File: src/rtl/async_event_arbiter.sv
// Synchronizes, debounces and arbitrates WIDTH asynchronous level inputs,
// reporting each accepted level change as a single valid/ready event.
module async_event_arbiter #(
  parameter int WIDTH    = 4,
  parameter int LENGTH   = 2,
  parameter int DEBOUNCE = 4
) (
  input  logic                     clk,
  input  logic                     rst,
  input  logic [WIDTH-1:0]         d,
  output logic [WIDTH-1:0]         level,
  output logic                     evt_valid,
  input  logic                     evt_ready,
  output logic [$clog2(WIDTH)-1:0] evt_index,
  output logic                     evt_level,
  output logic [WIDTH-1:0]         overflow,
  input  logic                     ovf_clear
);

  localparam int IW = $clog2(WIDTH);
  localparam int CW = (DEBOUNCE > 1) ? $clog2(DEBOUNCE) : 1;
  localparam logic [CW-1:0] CNT_LAST = CW'(DEBOUNCE - 1);

  typedef enum logic {IDLE, OFFER} state_t;

  state_t            state, state_nxt;
  logic [WIDTH-1:0]  sync_q [LENGTH];
  logic [WIDTH-1:0]  sync;
  logic [CW-1:0]     cnt [WIDTH];
  logic [WIDTH-1:0]  mismatch;
  logic [WIDTH-1:0]  toggle;
  logic [WIDTH-1:0]  pending;
  logic [WIDTH-1:0]  acc_clear;
  logic [IW-1:0]     ptr, ptr_nxt;
  logic [IW-1:0]     idx_nxt;
  logic              lvl_nxt;
  logic              valid_nxt;
  logic [IW-1:0]     pick_idx;
  logic              pick_found;
  logic              accept;

  always_ff @(posedge clk or posedge rst) begin
    if (rst) begin
      for (int k = 0; k < LENGTH; k++) sync_q[k] <= '0;
    end else begin
      sync_q[0] <= d;
      for (int k = 1; k < LENGTH; k++) sync_q[k] <= sync_q[k-1];
    end
  end

  assign sync = sync_q[LENGTH-1];

  // A toggle needs DEBOUNCE back-to-back mismatching samples; any match restarts the count.
  always_comb begin
    mismatch = '0;
    toggle   = '0;
    for (int i = 0; i < WIDTH; i++) begin
      mismatch[i] = sync[i] ^ level[i];
      toggle[i]   = mismatch[i] && (cnt[i] == CNT_LAST);
    end
  end

  always_ff @(posedge clk or posedge rst) begin
    if (rst) begin
      for (int i = 0; i < WIDTH; i++) cnt[i] <= '0;
      level <= '0;
    end else begin
      for (int i = 0; i < WIDTH; i++) begin
        if (!mismatch[i] || toggle[i]) cnt[i] <= '0;
        else                           cnt[i] <= cnt[i] + CW'(1);
      end
      level <= level ^ toggle;
    end
  end

  assign accept    = evt_valid && evt_ready;
  assign acc_clear = accept ? (WIDTH'(1) << evt_index) : '0;

  // A new toggle re-arms pending even on the edge its previous event is accepted.
  always_ff @(posedge clk or posedge rst) begin
    if (rst) begin
      pending  <= '0;
      overflow <= '0;
    end else begin
      pending  <= toggle | (pending & ~acc_clear);
      overflow <= (toggle & pending & ~acc_clear) | (ovf_clear ? '0 : overflow);
    end
  end

  always_comb begin
    pick_found = 1'b0;
    pick_idx   = '0;
    for (int k = 0; k < WIDTH; k++) begin
      if (!pick_found && pending[(int'(ptr) + k) % WIDTH]) begin
        pick_found = 1'b1;
        pick_idx   = IW'((int'(ptr) + k) % WIDTH);
      end
    end
  end

  always_comb begin
    state_nxt = state;
    ptr_nxt   = ptr;
    idx_nxt   = evt_index;
    lvl_nxt   = evt_level;
    valid_nxt = evt_valid;
    case (state)
      IDLE: begin
        if (pick_found) begin
          idx_nxt   = pick_idx;
          lvl_nxt   = level[pick_idx];
          valid_nxt = 1'b1;
          state_nxt = OFFER;
        end
      end
      OFFER: begin
        if (evt_ready) begin
          valid_nxt = 1'b0;
          ptr_nxt   = IW'((int'(evt_index) + 1) % WIDTH);
          state_nxt = IDLE;
        end
      end
      default: begin
        valid_nxt = 1'b0;
        state_nxt = IDLE;
      end
    endcase
  end

  always_ff @(posedge clk or posedge rst) begin
    if (rst) begin
      state     <= IDLE;
      ptr       <= '0;
      evt_valid <= 1'b0;
      evt_index <= '0;
      evt_level <= 1'b0;
    end else begin
      state     <= state_nxt;
      ptr       <= ptr_nxt;
      evt_valid <= valid_nxt;
      evt_index <= idx_nxt;
      evt_level <= lvl_nxt;
    end
  end

  a_offer_stable: assert property (@(posedge clk) disable iff (rst)
    evt_valid && !evt_ready |=> evt_valid && $stable(evt_index) && $stable(evt_level));

  a_offer_pending: assert property (@(posedge clk) disable iff (rst)
    evt_valid |-> pending[evt_index]);

  a_ptr_range: assert property (@(posedge clk) disable iff (rst)
    int'(ptr) < WIDTH);

endmodule

File: config.mk
export PLATFORM = sky130hd
export DESIGN_NAME = async_event_arbiter
export DESIGN_NICKNAME = d
export VERILOG_FILES = /design/src/rtl/async_event_arbiter.sv
export SDC_FILE = /design/constraint.sdc
export NUM_CORES = 1
export LEC_CHECK = 0
export CAP_MARGIN = 25
export CORE_ASPECT_RATIO = 2
export CORE_MARGIN = 4
export CORE_UTILIZATION = 45
export CTS_CLUSTER_DIAMETER = 30
export DETAILED_ROUTE_END_ITERATION = 6
export GPL_ROUTABILITY_DRIVEN = 1
export GPL_TIMING_DRIVEN = 0
export PLACE_DENSITY = 0.69
export SKIP_LAST_GASP = 1
export SLEW_MARGIN = 25
export SYNTH_ARGS = -nofsm -noshare
export SYNTH_HDL_FRONTEND = slang
export SYNTH_SLANG_ARGS = --single-unit
File: constraint.sdc
create_clock -name clk -period 2.7 [get_ports clk]
set_input_delay 0.81 -clock clk [delete_from_list [all_inputs] [get_ports clk]]
set_output_delay 0.81 -clock clk [all_outputs]
set_load 0.05 [all_outputs]
Word level (Yosys, flattened, before mapping)
Index checks and enable logic that the tools add are counted.

Word-level logic and storage cells: 107. Register bits: 35. Input bits: 8. Output and inout bits: 12.

Add/sub/neg operators: 8. Bitwise operators: 15. Shift operators: 1. Equal/unequal tests: 6. Reductions and logical operators: 25. Mux-type cells: 33. Magnitude comparators: 5.

Operators with widths (number): $mux 1 (16); $mux 2 (8); $add 2x1->2 const B (6); $and 4x4->4 (3); $lt 3x4->1 const B (3); $bmux 1 s2 (5); $eq 2x2->1 const B (4); $logic_and 1x1->1 (8); $mux 4 (2); $or 4x4->4 (2); $logic_not 1->1 (7); $lt 2x3->1 const B (2); $reduce_and 2->1 (3); $reduce_or 2->1 (3); $add 2x2->2 const B (2); $logic_or 1x1->1 (4); $ne 2x2->1 const B (2); $not 4->4 (1); $pmux 1 s2 (2); $shl 1x2->4 const A (1); $xor 1x1->1 (4); $xor 4x4->4 (1); $and 1x1->1 const A (3); $not 1->1 (1).

Logic depth before layout (Yosys ltp)
Word-level depth: 16. Gate-level depth with buffers: 5. Gate-level depth less buffers: 5.

Worst setup path before layout
OpenSTA, ideal clock, no wires.

Path kind: register to output. From: reg evt_valid. To: out evt_valid. Buffers on the path: 0. Cell stages (with the launch flop): 1. Required time: 1.890 ns. Setup slack: 1.216 ns. Arrival: 0.674 ns. Cell sequence: dfrtp_1.

RTL lines: start, declared (line 12) `output logic evt_valid,`; start signal, assigned (line 140) `evt_valid <= valid_nxt;`.

No word-level cell between the ends.

Final worst setup path
From: reg evt_valid. To: out evt_valid.

No word-level cell between the ends.

==> flow_summary.ini <==
[run_status]
run_status = finished clean

[synthesis]
synth_cells = 117
postSynthNetCount = 133
syn_area_per_cell_um2 = 12.6
synth.distinct_cells = 29
yosys_warnings = 0
ys_seq_area_share_pct = 59.4
synth.top_cell.area_share_pct = 59.4
yosys.area_share.adder_pct = 6.79
proportion_of_synthesized_area_in_mux_cells_pct = 5.51
synth_seq_cells = 35
synth_simple_gate_area_share_pct = 16.4
synthesis.area_mm2 = 0.00148
synthDominantAreaCellType = dfrtp_1
synth-xor-area-share_pct = 2.37
synth_top_family_by_area = simple AND/OR/NAND/NOR gates
synth.top_cells.by_area = dfrtp_1, ha_1, mux2_2
synth-compound-area-share_pct = 7.55

[hold_path]
holdCritStartpoint = sync_q[6]$_DFF_PP0_
holdCritPathClass = reg2reg
holdPathStages = 0

[detailed_routing]
top_layer_reached_by_signal_wires = met4
drt-wirelength-per-cell_um = 14.9
drt_iter0_drc = 18
detail_route.wirelength.met1_um = 945
met2_wirelength_mm = 1.50
num_vias = 919
vias_per_cell = 5.25
detail_route.wirelength_mm = 2.62
drc = 0
antenna_left = 0
first_pass_iters = 4
detailroute.wirelength.met3_um = 115

[clocking]
ctsResizeCount = 0
cts_tree = done
cts_buffer_depth = 2
insertion_delay_ps = 290
cts.reportedPaths.clkPinSlew_ps = 70
post-cts-setup-buffers = 0
cts-htree-levels = 2
number_of_clock_sinks = 35
clk_root_buffer_cell = clkbuf_8
cts-buffers-inserted = 5
count_of_hold_buffers_inserted_by_post_cts_repair = 0

[timing]
slew_headroom_pct = 53.2
setup_total_neg_slack_ps = 0
layout_worst_path_cycle_share_pct = 88.8
max_clock_freq_mhz = 417
grt_setup_unrepaired = no
finalSetupViolCount = 0
finalWorstSetupSlack_ps = 303
timing.clock.skew_ps = 10.2
worstMarginPinSlew_ps = 701
slew_viol_final = 0
period_needed_ps = 2400
hold_viol_final = 0

[layout]
drive_above_1_share_pct = 15.3
nFillCells = 284
design.final.nets = 159
insertedDiodeCount = 0
flow.area_growth_from_synthesis_pct = 21.5

[critical_path]
critical_path_required_ps = 1890
timing.critical_path.arrival_ps = 1590
timing.critical_path.to_type = output port
slowest_stage = clkdlybuf4s50_1
worst-r2r-setup-slack_ps = 1130
cp_cell_sequence = clkdlybuf4s50_1
slowest_delay_ps = 840
worst-path-max-fanout = 7
crit_path_start = evt_valid$_DFFE_PP0P_
cpLargestDelayFamily = buffers and inverters
r2r_start = ptr[1]$_DFFE_PP0P_
critical_path_depth = 1
worst-setup-path-type = reg2out
timing.critical_path.from_type = flop
r2r_cells = 5
worstPathBufferInverterCount = 1

[die]
initial_utilization_pct = 46.7
core_area_mm2 = 0.00316
die-width_um = 48.5
number_of_top_level_design_ports = 20
chipHeight_um = 89.0
die_area_mm2 = 0.00431
num_rows = 29

[grt]
grt_first_pass_wirelength_mm = 4.42
grtUsageTotal_pct = 13.9
globalRoute.totalOverflow = 0
grt_antenna_before_repair = 0
first_global_vias = 927
largest_net_degree_at_the_start_of_global_routing = 36

[power]
leakagePower_nw = 0.806
cell_internal_pwr_mw = 1.29
clkPwrFrac_pct = 16.7
power.density_cell_area_mw_per_mm2 = 1240
seq_power_share_pct = 39.5
switching_power_uw = 927
vdd.ir_drop.worst_mv = 0.666
comb_power_share_pct = 43.9
p_sw_share_pct = 41.8

[place]
dp_hpwl_mm = 1.95
pre_cts_slack_ps = 604
port_buffers = 19
gp_congestion = 0.785

[run]
timing.max_cap.violations = 0
Yosys cell counts:
master and instances:
nor3_1 4, dfrtp_1 35, a2111oi_2 1, nand3b_1 1, o21ai_0 2, o22ai_1 5
nor2b_1 1, nand3_4 1, o21a_1 2, nand2_1 12, nand2b_4 1, nor2b_2 1
nor3b_1 4, mux2_2 5, or4_4 1, mux2i_1 1, nor2_1 1, o21ai_1 1
nand2b_1 6, a21o_1 1, nand2_4 1, mux2_4 1, a211oi_2 1, ha_1 8
a21oi_1 3, xnor2_1 4, inv_1 8, and4_1 1, nand3_1 4
worst reg2reg max path: cells and delay by family (launching register included):
kind | cells | cell delay (ps)
muxes | 1 | 340
and+or+nand+nor | 2 | 160
DFF | 1 | 460
AOI/OAI and AO/OA | 2 | 490
logic make-up (layout without fill, tap and decap cells):
family,count (synthesis),count (layout)
fa+ha+maj,8,8
simple gates,39,39
mux,7,7
xor+xnor,4,4
flops,35,35
compound gates,16,16
buf+inv,8,35
area by class of cell:
cell class	instances	area [µm²]	area share, %
flip-flops and latches	35	876	48.8
multi-input cells	74	569	31.8
repair buffers	19	190	10.6
clock buffers	5	68.8	3.84
well taps	31	38.8	2.16
inverters	8	30.0	1.67
clock inverters	3	20.0	1.12
placed cells by master (no fill, tap or decap), drive strengths merged, types with 3 or more instances in the layout:
cell	instances
a21oi	3
clkbuf	5
clkdlybuf4s50	19
dfrtp	35
ha	8
inv	8
mux2	6
nand2	13
nand2b	7
nand3	5
nor3	4
nor3b	4
o21ai	3
o22ai	5
xnor2	4
power groups by stage:
stage	logic (mW)	registers (mW)	clock network (mW)
after detailed placement	0.982	0.886	0
after CTS	0.992	0.879	0.380
final	0.974	0.876	0.370
after floorplan	0.498	1.08	0
after global placement	0.947	0.869	0
after global routing	1.06	0.908	0.410
metal layers:
metal	vias up	GRT usage, %
met2	17	23.0
met4	0	8.58
met1	446	15.0
met5	-	0
li1	452	-
met3	4	5.01
metrics by stage:
stage / total power, mW / utilization [%] / hold WS (ps) / instances / area [µm²]
2_1_floorplan: 1.57 / - / 331 / 117 / 1480
3_3_place_gp: 1.82 / 54.0 / 335 / 167 / 1700
3_5_place_dp: 1.87 / 54.0 / 336 / 167 / 1700
6_report: 2.22 / 56.8 / 346 / 175 / 1790
4_1_cts: 2.25 / 56.8 / 350 / 175 / 1790
5_1_grt: 2.38 / 56.8 / 353 / 175 / 1790
final timing paths:
kind | end
max reg2reg | evt_level$_DFFE_PP0P_
min reg2reg | sync[2]$_DFF_PP0_
min in group asynchronous | asynchronous set/reset pin
min | sync[2]$_DFF_PP0_
max | evt_valid
max in group asynchronous | asynchronous set/reset pin
Power figures use the tool's default switching activity.
